===== src/rtl/capture_pkg.sv =====
// capture_pkg: shared types and constants for the OV7670 frame capture path.
//   capture_state_t : sequencer states (IDLE, ARMED, CAPTURE)
//   DST_COLS/DST_ROWS/FRAME_WORDS : decimated 320x240 frame geometry
//   frame_words()   : decimated word count for a given source geometry
package capture_pkg;

    typedef enum logic [1:0] {
        IDLE    = 2'd0,
        ARMED   = 2'd1,
        CAPTURE = 2'd2
    } capture_state_t;

    localparam int DST_COLS    = 320;
    localparam int DST_ROWS    = 240;
    localparam int FRAME_WORDS = DST_COLS * DST_ROWS;

    // 2:1 decimation in both directions
    function automatic int frame_words(input int cols, input int rows);
        return (cols / 2) * (rows / 2);
    endfunction

endpackage


===== src/rtl/rgb444_pack.sv =====
// rgb444_pack: assembles RGB444 pixels from the two-byte camera stream.
// Ports:
//   wr_clk, rst      : pixel clock, async active-high reset
//   href             : registered HREF, high while line bytes are valid
//   byte_in[7:0]     : registered camera byte
//   pix[11:0]        : {R,G,B}, valid while pix_valid is high
//   pix_valid        : high in the cycle the second byte of a pixel is present
module rgb444_pack (
    input  logic        wr_clk,
    input  logic        rst,
    input  logic        href,
    input  logic [7:0]  byte_in,
    output logic [11:0] pix,
    output logic        pix_valid
);

    logic       phase;  // 0 = expecting first byte (R), 1 = second byte (G,B)
    logic [3:0] r_q;

    // Phase snaps back to first-byte whenever href drops, so an odd
    // trailing byte on a line is simply discarded.
    always_ff @(posedge wr_clk or posedge rst) begin
        if (rst) begin
            phase <= 1'b0;
            r_q   <= 4'd0;
        end else if (!href) begin
            phase <= 1'b0;
        end else begin
            phase <= ~phase;
            if (!phase)
                r_q <= byte_in[3:0];
        end
    end

    assign pix_valid = href & phase;
    assign pix       = {r_q, byte_in};

endmodule


===== src/rtl/capture_ctrl.sv =====
// capture_ctrl: OV7670 frame capture sequencer feeding a frame-buffer write port.
// Registers the camera pins, assembles RGB444 pixels, decimates 2:1 in x and y,
// and produces write address/enable. Continuous or single-shot frame sequencing.
// Ports:
//   wr_clk, rst                 : pixel clock, async active-high reset
//   cam_vsync/cam_href/cam_data : camera pins
//   continuous, snap_req        : capture mode / single-shot request
//   wraddress, data_out, wren   : frame-buffer write port
//   busy, frame_done            : status
//   err                         : sticky geometry error (only with CAPTURE_CHECK_EN)
// Build option: `define CAPTURE_CHECK_EN to build line/pixel count checking and err.
module capture_ctrl
    import capture_pkg::*;
#(
    parameter int SRC_COLS = 640,
    parameter int SRC_ROWS = 480,
    parameter int ADDR_W   = 17
) (
    input  logic              wr_clk,
    input  logic              rst,
    input  logic              cam_vsync,
    input  logic              cam_href,
    input  logic [7:0]        cam_data,
    input  logic              continuous,
    input  logic              snap_req,
    output logic [ADDR_W-1:0] wraddress,
    output logic [11:0]       data_out,
    output logic              wren,
    output logic              busy,
    output logic              frame_done
`ifdef CAPTURE_CHECK_EN
    ,
    output logic              err
`endif
);

    // Extra headroom so oversized lines/frames do not wrap the counters
    localparam int XW    = $clog2(SRC_COLS) + 2;
    localparam int YW    = $clog2(SRC_ROWS) + 2;
    localparam int WORDS = frame_words(SRC_COLS, SRC_ROWS);
    localparam logic [XW-1:0]     COLS_L    = XW'(SRC_COLS);
    localparam logic [YW-1:0]     ROWS_L    = YW'(SRC_ROWS);
    localparam logic [ADDR_W-1:0] LAST_ADDR = ADDR_W'(WORDS - 1);

    // Input registers plus one delayed copy for edge detection. Reset to 0 so
    // a vsync that is already low at release is not mistaken for a falling edge.
    logic       vs_q, vs_d, hr_q, hr_d;
    logic [7:0] d_q;

    always_ff @(posedge wr_clk or posedge rst) begin
        if (rst) begin
            vs_q <= 1'b0;
            vs_d <= 1'b0;
            hr_q <= 1'b0;
            hr_d <= 1'b0;
            d_q  <= 8'd0;
        end else begin
            vs_q <= cam_vsync;
            vs_d <= vs_q;
            hr_q <= cam_href;
            hr_d <= hr_q;
            d_q  <= cam_data;
        end
    end

    logic vs_fall, vs_rise, h_fall;
    assign vs_fall = vs_d & ~vs_q;
    assign vs_rise = vs_q & ~vs_d;
    assign h_fall  = hr_d & ~hr_q;

    logic [11:0] pix;
    logic        pix_valid;

    rgb444_pack u_pack (
        .wr_clk    (wr_clk),
        .rst       (rst),
        .href      (hr_q),
        .byte_in   (d_q),
        .pix       (pix),
        .pix_valid (pix_valid)
    );

    capture_state_t state, state_n;
    logic           start, frame_end;

    always_ff @(posedge wr_clk or posedge rst) begin
        if (rst) state <= IDLE;
        else     state <= state_n;
    end

    always_comb begin
        state_n   = state;
        start     = 1'b0;
        frame_end = 1'b0;
        case (state)
            IDLE: begin
                if (continuous || snap_req)
                    state_n = ARMED;
            end
            ARMED: begin
                if (vs_fall) begin
                    state_n = CAPTURE;
                    start   = 1'b1;
                end
            end
            CAPTURE: begin
                if (vs_rise) begin
                    frame_end = 1'b1;
                    state_n   = continuous ? ARMED : IDLE;
                end
            end
            default: state_n = IDLE;
        endcase
    end

    assign busy = (state != IDLE);

    // Pixel and line counters, live only while capturing
    logic [XW-1:0] x;
    logic [YW-1:0] y;

    always_ff @(posedge wr_clk or posedge rst) begin
        if (rst) begin
            x <= '0;
            y <= '0;
        end else if (start) begin
            x <= '0;
            y <= '0;
        end else if (state == CAPTURE) begin
            if (h_fall) begin
                x <= '0;
                y <= y + 1'b1;
            end else if (pix_valid) begin
                x <= x + 1'b1;
            end
        end
    end

    // full latches once the last word is written; the wren term covers the
    // cycle where that last write is still on the output register.
    logic full, full_now, store;
    assign full_now = full | (wren & (wraddress == LAST_ADDR));
    assign store    = (state == CAPTURE) && pix_valid && !x[0] && !y[0] &&
                      (x < COLS_L) && (y < ROWS_L) && !full_now;

    always_ff @(posedge wr_clk or posedge rst) begin
        if (rst) begin
            wraddress  <= '0;
            full       <= 1'b0;
            data_out   <= 12'd0;
            wren       <= 1'b0;
            frame_done <= 1'b0;
        end else begin
            wren       <= store;
            frame_done <= frame_end;
            if (store)
                data_out <= pix;
            // address is presented with wren and advances on the following edge
            if (start) begin
                wraddress <= '0;
                full      <= 1'b0;
            end else if (wren) begin
                if (wraddress == LAST_ADDR) full      <= 1'b1;
                else                        wraddress <= wraddress + 1'b1;
            end
        end
    end

`ifdef CAPTURE_CHECK_EN
    always_ff @(posedge wr_clk or posedge rst) begin
        if (rst)
            err <= 1'b0;
        else if ((state == CAPTURE) &&
                 ((h_fall && (x != COLS_L)) || (vs_rise && (y != ROWS_L))))
            err <= 1'b1;
    end
`endif

endmodule


===== config.mk =====
export PLATFORM = sky130hd
export DESIGN_NAME = capture_ctrl
export DESIGN_NICKNAME = d
export VERILOG_FILES = /design/src/rtl/capture_pkg.sv /design/src/rtl/rgb444_pack.sv /design/src/rtl/capture_ctrl.sv
export SDC_FILE = /design/constraint.sdc
export NUM_CORES = 1
export LEC_CHECK = 0
export CORE_AREA = 5 5 93 95
export CTS_CLUSTER_SIZE = 28
export DETAILED_ROUTE_END_ITERATION = 7
export DIE_AREA = 0 0 98 100
export GPL_TIMING_DRIVEN = 1
export MAX_ROUTING_LAYER = met4
export PLACE_DENSITY = 0.69
export SETUP_SLACK_MARGIN = 0.2
export SYNTH_ARGS = -nofsm -noshare
export SYNTH_HDL_FRONTEND = slang
export SYNTH_SLANG_ARGS = --single-unit

===== constraint.sdc =====
create_clock -name wr_clk -period 5.92 [get_ports wr_clk]
set_input_delay 1.184 -clock wr_clk [delete_from_list [all_inputs] [get_ports wr_clk]]
set_output_delay 1.184 -clock wr_clk [all_outputs]
set_load 0.02 [all_outputs]

# Word level (Yosys, flattened, before mapping)
# Index checks and enable logic that the tools add are counted.
# Widths: inputs -> output; s select.
dict set report classes {
  n_mux 23
  n_lt_le_gt_ge 2
  n_bitwise 10
  add_sub_neg 3
  reduce_logical 23
  n_eq_ne 7
}
# op count
set ops {}
lappend ops {{$mux 17} 3}
lappend ops {{$mux 12} 4}
lappend ops {{$mux 11} 3}
lappend ops {{$add 17x1->17 const B} 1}
lappend ops {{$eq 17x17->1 const B} 1}
lappend ops {{$add 12x1->12 const B} 1}
lappend ops {{$lt 12x10->1 const B} 1}
lappend ops {{$add 11x1->11 const B} 1}
lappend ops {{$lt 11x9->1 const B} 1}
lappend ops {{$reduce_and 2->1} 5}
lappend ops {{$reduce_bool 2->1} 5}
lappend ops {{$mux 1} 9}
lappend ops {{$ne 2x2->1 const B} 4}
lappend ops {{$logic_and 1x1->1} 6}
lappend ops {{$mux 2} 3}
lappend ops {{$pmux 2 s3} 1}
lappend ops {{$and 1x1->1} 5}
lappend ops {{$not 1->1} 4}
lappend ops {{$logic_not 1->1} 3}
lappend ops {{$reduce_and 3->1} 1}
lappend ops {{$reduce_bool 3->1} 1}
lappend ops {{$eq 2x1->1 const B} 1}
lappend ops {{$eq 2x2->1 const B} 1}
lappend ops {{$logic_not 2->1} 1}
lappend ops {{2 further kinds} 2}
dict set report word_totals {
  ff_bits 74
  out_inout_bits 32
  elab_cells 83
}

# Depth between registers and ports, before layout
# Gate-level depths: netlist of run 1.
dict set report logic_depth {
  depth_word 7
  ltp_mapped 7
  ltp_nobuf 5
}

# Hierarchy
# A second synthesis of run 1 with hierarchy kept.
dict set report unflattened {
  hier_cells 310
  area_unflattened_um2 3440.8
}
# mod seq_area_each_um2 instances area_each_um2 cells_each
set modules_own_cells {}
lappend modules_own_cells {capture_ctrl 1726.7 1 3159.3 289}
lappend modules_own_cells {rgb444_pack 125.1 1 281.5 21}

# Worst setup path before layout of run 1
# No wires, ideal clock.
dict set report synth_path {
  kind {register to register}
  start {register wraddress[0]}
  end {register data_out[0]}
  n_path_buf 1
  path_slack_ps 3831
  path_stages_with_launch 7
  synth_period_minus_slack_ps 2089
  setup_time_ps 125
  arrival_time_ps 1964
  required_time_ps 5795
  path_cell_list {dfrtp_1 > ha_1 > nand3_1 > nor3_1 > a2111oi_4 > buf_6 > mux2_4}
}
dict set report synth_via {
  elab_chain_cells 5
}
# item line
set synth_rtl {}
lappend synth_rtl {{start: declaration} capture_ctrl.sv:26} ;# output logic [ADDR_W-1:0] wraddress,
lappend synth_rtl {{start signal: assignment} capture_ctrl.sv:164} ;# else wraddress <= wraddress + 1'b1;
lappend synth_rtl {{$eq 17x17->1} capture_ctrl.sv:142} ;# assign full_now = full | (wren & (wraddress == LAST_ADDR));
lappend synth_rtl {{$and 1x1->1} capture_ctrl.sv:142}
lappend synth_rtl {{$or 1x1->1} capture_ctrl.sv:142}
lappend synth_rtl {{$logic_not 1->1} capture_ctrl.sv:144} ;# (x < COLS_L) && (y < ROWS_L) && !full_now;
lappend synth_rtl {{$logic_and 1x1->1} capture_ctrl.sv:144}
lappend synth_rtl {{end signal: assignment} capture_ctrl.sv:157} ;# data_out <= pix;
lappend synth_rtl {{end: declaration} capture_ctrl.sv:27} ;# output logic [11:0] data_out,
# Every way passes these cells.
# A chain may end at the register's enable or synchronous reset.

# Worst setup path after layout of run 1
dict set report layout_path {
  start {register state[0]}
  end {output busy}
}
dict set report layout_via {
  elab_chain_cells 1
}
# item line
set layout_rtl {}
lappend layout_rtl {{start: declaration} capture_ctrl.sv:83} ;# capture_state_t state, state_n;
lappend layout_rtl {{start signal: assignment} capture_ctrl.sv:88} ;# else state <= state_n;
lappend layout_rtl {{$reduce_bool 2->1} capture_ctrl.sv:116} ;# assign busy = (state != IDLE);
lappend layout_rtl {{end: declaration} capture_ctrl.sv:29} ;# output logic busy,
# Every way passes these cells.

==> summary.json, run 1 <==
{
  "clock_tree": {
    "cts_tree": "built",
    "cts_num_sinks": 74,
    "clock_tree.htree_level_count": 3,
    "insertion_delay_ps": 350,
    "ctsHoldBuffers": 0,
    "clk_path_buf_depth": 2,
    "path_clk_slew_ps": 80,
    "cts.root.buffer_cell": "sky130_fd_sc_hd__clkbuf_8",
    "post_cts.repair.setup_buffers": 0,
    "cts_inserted_buffers": 9,
    "resized_gates_after_cts": 0
  },
  "route": {
    "first_pass_iters": 4,
    "routed_wirelength_um": 7394,
    "antenna_violating_nets_post_route": 0,
    "num_vias": 2660,
    "initialDrtViolationCount": 107,
    "drt-vias-per-instance": 5.708,
    "drc": 0,
    "post_drt_wl_per_cell_um": 15.87
  },
  "hold_path": {
    "hold_ep": "vs_d",
    "worstHoldStart": "vs_q",
    "min_path_cells": 0,
    "hold_class": "flip-flop to flip-flop"
  },
  "timing": {
    "setup-violations-final": 0,
    "share_of_the_clock_period_used_by_the_worst_path_after_layout": 0.4833,
    "post-route-min-period_ps": 2861,
    "rsz0062_at_grt": "no",
    "slew_at_the_pin_with_the_worst_max_slew_slack_ps": 1175,
    "totalNegativeSetupSlack_ps": 0,
    "slew_viol_final": 0,
    "hold_viol": 0,
    "f_max_mhz": 349.5,
    "relSlewSlack": 0.2165,
    "skew_ps": 9.019
  },
  "cells_and_area": {
    "antenna-diode-count": 0,
    "finalNetCount": 376,
    "syn2layout_area_growth_pct": 20.15,
    "fraction_of_layout_instances_using_a_drive_strength_above_1": 0.1264
  },
  "logic_synthesis": {
    "yosysSeqAreaShare": 0.5232,
    "synth_top_cell_area_share": 0.5232,
    "ys.flop_type": "sky130_fd_sc_hd__dfrtp_1",
    "postSynth.asyncResetShare": 1.000,
    "ys.warnings.count": 0,
    "mean_area_per_synthesized_cell_sq_um": 11.20,
    "synth_largest_area_cell": "sky130_fd_sc_hd__dfrtp_1",
    "synth-seq-cells": 74,
    "synth_fp_nets": 333,
    "synth_commonest_cells": "74 x sky130_fd_sc_hd__dfrtp_1, 29 x sky130_fd_sc_hd__nand2_1, 17 x sky130_fd_sc_hd__a21oi_1, 16 x sky130_fd_sc_hd__o21ai_0, 14 x sky130_fd_sc_hd__nand4_1",
    "netlist-cell-type-count": 60,
    "syn-instance-count": 316,
    "synth_most_common_cell": "sky130_fd_sc_hd__dfrtp_1",
    "synth_top_cells_by_area": "sky130_fd_sc_hd__dfrtp_1 52%, sky130_fd_sc_hd__mux2_4 4.2%, sky130_fd_sc_hd__nand2_1 3.1%",
    "count_of_flip_flops_with_a_built_in_enable_after_synthesis": 0,
    "synthesis.area_sq_mm": 0.003540
  },
  "global_route": {
    "global_route.usage.total": 0.1633,
    "grt.overflow.total": 0,
    "antenna_found_initial": 0,
    "maximum_number_of_pins_on_one_net_before_global_route_repair": 75,
    "grt_pass1_wl_um": 12760,
    "first_global_vias": 2712
  },
  "floorplan": {
    "die_height_um": 100,
    "initial_utilization": 0.4629,
    "io_pins": 46,
    "placement_rows": 32,
    "dieArea_sq_mm": 0.009800,
    "floorplan.core_area_sq_mm": 0.007647,
    "die_width_um": 98
  },
  "setup_path": {
    "worst_path_largest_cell_delay_ps": 540,
    "timing.critical_path.max_delay_family": "buffers and inverters",
    "timing.critical_path.slowest_stage_cell": "sky130_fd_sc_hd__clkdlybuf4s50_1",
    "critical_path_class": "flip-flop to output port",
    "reg2reg_depth": 5,
    "setup.worst_path.end_class": "output port",
    "worstReg2RegStart": "wraddress[0]",
    "crit-reg2reg-capture": "data_out[3]",
    "path_buf_inv": 1,
    "timing.critical_path.required_ps": 4740,
    "startpoint_type": "flip-flop",
    "path_max_fanout": 11,
    "timing.critical_path.cells": "or2_2, clkdlybuf4s50_1",
    "start_point_of_the_critical_path": "state[0]",
    "timing.reg2reg.setup_slack_ps": 3230,
    "critPathArrivalTime_ps": 1680
  },
  "place": {
    "port_buffers": 45,
    "gp_congestion": 0.8674,
    "dp.final_hpwl_um": 5100
  },
  "job": {
    "drv.max_cap_violation_count": 0
  },
  "status": {
    "result_of_the_run": "finished, final reports clean"
  },
  "power": {
    "total_leakage_power_nw": 1.753,
    "vdd_drop_max_mv": 0.2110,
    "power_density_mw_per_mm2": 297.1,
    "fin_total_pwr_mw": 1.264
  }
}
## placed cells by master, fill, tap and decap left out, drive strengths merged, types with 4 or more instances in the layout
cell type	synthesis	routed
mux2	18	18
inv	5	6
mux2i	7	7
nand2	29	29
or4	6	6
nand3	12	12
and4	6	6
clkdlybuf4s50	0	45
or3	10	10
clkbuf	5	10
nand4	14	14
a31oi	4	4
xor2	5	5
o21ai	17	17
o211ai	4	4
dfrtp	74	74
nor2	12	12
nand2b	7	7
o31ai	5	5
a21oi	17	17
## final cells by class
class,instances,area [sq um]
Inverter,5,18.77
Timing Repair Buffer,47,465.4
Clock inverter,6,65.06
Multi-Input combinational cell,222,1587
Fill cell,669,3395
Clock buffer,10,137.6
Sequential cell,74,1852
Tap cell,102,127.6
## power by group
part / total (mW) / leakage (nW) / switching, mW / internal (mW)
clock: 0.398 / 0.103 / 0.191 / 0.207
combinational: 0.265 / 0.668 / 0.124 / 0.141
sequential: 0.601 / 0.982 / 0.0426 / 0.558
## registers in the layout, summed over array words and instances, names as in the netlist
register / count
wraddress: 17
data_out: 12
x: 12
y: 11
d_q: 8
u_pack.r_q: 4
state: 2
frame_done: 1
full: 1
hr_d: 1
hr_q: 1
u_pack.phase: 1
vs_d: 1
vs_q: 1
wren: 1
## worst max path at each step
| stage | endpoint | slack (ps) | cells after the start |
|---|---|---|---|
| 4_1_cts | busy | 3040 | 2 |
| 3_5_place_dp | data_out[4] | 3230 | 5 |
| 3_3_place_gp | data_out[3] | 3350 | 5 |
| 5_1_grt | busy | 2980 | 2 |
| 6_report | busy | 3060 | 2 |
| 2_1_floorplan | d_q[0] | 2850 | 1 |
## stage by stage
stage | util | area (sq um) | worst slack (ps) | cells | hold slack (ps)
4_1_cts | 0.5561 | 4253 | 3041 | 466 | 436.7
5_1_grt | 0.5561 | 4253 | 2984 | 466 | 455.1
6_report | 0.5561 | 4253 | 3059 | 466 | 439.1
3_5_place_dp | 0.5296 | 4050 | 3226 | 450 | 418.1
2_1_floorplan | - | 3540 | 2854 | 316 | 393.0
3_3_place_gp | 0.5296 | 4050 | 3347 | 450 | 412.7
## layer usage
| layer | GRT usage | vias up | share of wire |
|---|---|---|---|
| met5 | - | - | 0 |
| met4 | 0.06603 | 0 | 0.017 |
| met3 | 0.04031 | 11 | 0.042 |
| met2 | 0.2723 | 62 | 0.50 |
| met1 | 0.1903 | 1316 | 0.44 |
| li1 | - | 1271 | - |
## cell families (layout without fill, tap and decap cells)
group / after synthesis / in the layout / synth area share
flip-flops: 74 / 74 / 0.5232
multiplexers: 25 / 25 / 0.08766
AO/OA/AOI/OAI: 64 / 64 / 0.1258
adder cells (fa/ha/maj): 3 / 3 / 0.01061
buffers and inverters: 20 / 68 / 0.02863
AND/OR/NAND/NOR: 123 / 123 / 0.2068
XOR/XNOR: 7 / 7 / 0.01732
Note: power is estimated with default switching activity, not from simulation.
==> run 2, diff against run 1 <==
==> constraint.sdc (replaced) <==
create_clock -name wr_clk -period 2.85 [get_ports wr_clk]
set_input_delay 0.57 -clock wr_clk [delete_from_list [all_inputs] [get_ports wr_clk]]
set_output_delay 0.57 -clock wr_clk [all_outputs]
set_load 0.02 [all_outputs]
==> run 2 against run 1 <==
Non-clock buffer count is 2 higher; clock power increased by 91%; global-route usage is 0.37 points lower; die area did not move; hold slack improved by 2.6 ps; via count unchanged; power is 100% higher; first-iteration DRC count increased by 27%; sequential share of layout area shrank 0.090 points; sequential power increased by 110%; critical path type unchanged.
==> summary.json, run 2 (same netlist as run 1, synthesis figures left out) <==
{
  "power": {
    "power_density_mw_per_mm2": 600.6,
    "total_leakage_power_nw": 1.749,
    "vdd_drop_max_mv": 0.3932,
    "power_frac_comb": 0.216,
    "fin_total_pwr_mw": 2.559,
    "p_sw_frac": 0.3027,
    "intPower_mw": 1.785,
    "switchingPower_uw": 774.8,
    "clock_power_share": 0.297,
    "p_seq_frac": 0.487
  },
  "route": {
    "highest_layer": "met4",
    "wl_met2_um": 3610,
    "routed_wirelength_um": 7337,
    "first_pass_iters": 4,
    "initialDrtViolationCount": 136,
    "drt-vias-per-instance": 5.684,
    "num_vias": 2660,
    "post_drt_wl_per_cell_um": 15.68,
    "route.met3.wl_um": 310,
    "antenna_violating_nets_post_route": 0,
    "m1WireLength_um": 3336,
    "drc": 0
  },
  "floorplan": {
    "initial_utilization": 0.4629,
    "dieArea_sq_mm": 0.009800,
    "die_width_um": 98,
    "floorplan.core_area_sq_mm": 0.007647,
    "io_pins": 46,
    "placement_rows": 32,
    "die_height_um": 100
  },
  "clock_tree": {
    "ctsHoldBuffers": 0,
    "cts_num_sinks": 74,
    "post_cts.repair.setup_buffers": 0,
    "cts.root.buffer_cell": "sky130_fd_sc_hd__clkbuf_8",
    "resized_gates_after_cts": 0,
    "path_clk_slew_ps": 90,
    "cts_inserted_buffers": 9,
    "clk_path_buf_depth": 2,
    "insertion_delay_ps": 350,
    "clock_tree.htree_level_count": 3,
    "cts_tree": "built"
  },
  "place": {
    "dpl_worst_slack_ps": 681.8,
    "port_buffers": 45,
    "dp.final_hpwl_um": 5020,
    "dpl-instance-area_sq_mm": 0.004078,
    "dp_cells": 452,
    "gp_congestion": 0.8942
  },
  "global_route": {
    "global_route.usage.total": 0.1596,
    "grt.overflow.total": 0,
    "antenna_found_initial": 0,
    "first_global_vias": 2508,
    "grt_pass1_wl_um": 12390,
    "maximum_number_of_pins_on_one_net_before_global_route_repair": 75
  },
  "cells_and_area": {
    "layout_commonest_cell": "sky130_fd_sc_hd__dfrtp_1",
    "sequential_cell_area_sq_mm": 0.001852,
    "largest_register_ffs": 17,
    "finalNetCount": 378,
    "mostFrequentLayoutCells": "74 x sky130_fd_sc_hd__dfrtp_1, 45 x sky130_fd_sc_hd__clkdlybuf4s50_1, 29 x sky130_fd_sc_hd__nand2_1",
    "n_fill_cell": 647,
    "multiInputGateArea_sq_mm": 0.001587,
    "registers.top_by_ff_count": "wraddress",
    "syn2layout_area_growth_pct": 20.40,
    "postLayoutCellArea_sq_mm": 0.004262,
    "fraction_of_layout_instances_using_a_drive_strength_above_1": 0.1311,
    "antenna-diode-count": 0,
    "reg_top3": "wraddress (17), data_out (12), x (12)",
    "share_of_the_core_filled_with_cells": 0.5573,
    "layout.cells.non_filler": 468
  },
  "setup_path": {
    "crit-reg2reg-capture": "data_out[3]",
    "timing.critical_path.slowest_stage_cell": "sky130_fd_sc_hd__clkdlybuf4s50_1",
    "critPathArrivalTime_ps": 1690,
    "critical_path_class": "flip-flop to output port",
    "worst_path_largest_cell_delay_ps": 540,
    "worstReg2RegStart": "wraddress[0]",
    "path_max_fanout": 11,
    "startpoint_type": "flip-flop",
    "timing.reg2reg.setup_slack_ps": 670,
    "timing.critical_path.required_ps": 2280,
    "reg2reg_depth": 6,
    "worst_setup_path_endpoint": "busy",
    "timing.critical_path.cells": "or2_2, clkdlybuf4s50_1",
    "start_point_of_the_critical_path": "state[0]",
    "setup.worst_path.end_class": "output port"
  },
  "status": {
    "result_of_the_run": "finished, final reports clean"
  },
  "timing": {
    "post-route-min-period_ps": 2257,
    "setup-violations-final": 0,
    "relSlewSlack": 0.4063,
    "rsz0062_at_grt": "no",
    "slew_viol_final": 0,
    "slew_at_the_pin_with_the_worst_max_slew_slack_ps": 885.6,
    "totalNegativeSetupSlack_ps": 0,
    "fin_hold_ws_ps": 441.7,
    "share_of_the_clock_period_used_by_the_worst_path_after_layout": 0.7920,
    "setup_slack_of_the_critical_path_after_layout_ps": 592.9,
    "f_max_mhz": 443.0,
    "hold_viol": 0,
    "skew_ps": 10.54
  },
  "hold_path": {
    "hold_class": "flip-flop to flip-flop"
  },
  "job": {
    "drv.max_cap_violation_count": 0
  }
}
-- run 2: worst max-delay path, delay by kind of cell (launching register included) --
kind,cells,cell delay [ps]
buf+inv,1,540
flops,1,490
simple gates,1,310
-- run 2: power groups by stage --
stage / Combinational (mW) / Sequential, mW / Clock (mW)
after detailed placement: 0.564 / 1.27 / 0
after CTS: 0.562 / 1.25 / 0.783
after global routing: 0.593 / 1.27 / 0.826
after global placement: 0.555 / 1.26 / 0
final: 0.552 / 1.25 / 0.760
after floorplan: 0.239 / 1.34 / 0
-- run 2: how the worst min path moves through the flow --
stage / endpoint / start / cells past startpoint / slack [ps]
floorplan: vs_d / vs_q / 0 / 390
detailed placement: vs_d / vs_q / 0 / 420
global placement: vs_d / vs_q / 0 / 410
global route: vs_d / vs_q / 0 / 460
CTS: vs_d / vs_q / 0 / 440
finish: vs_d / vs_q / 0 / 440
-- run 2: layer usage --
| metal | global-route usage | vias to the layer above |
|---|---|---|
| met5 | - | - |
| met4 | 0.04792 | 0 |
| met3 | 0.03753 | 6 |
| met2 | 0.2513 | 65 |
| met1 | 0.2070 | 1308 |
| li1 | - | 1281 |
-- run 2: final cells by class --
cell class / instances / area share
Inverter: 5 / 0.004404
Clock inverter: 7 / 0.01409
Multi-Input combinational cell: 222 / 0.3723
Timing Repair Buffer: 49 / 0.1157
Clock buffer: 9 / 0.02907
Sequential cell: 74 / 0.4345
Tap cell: 102 / 0.02995
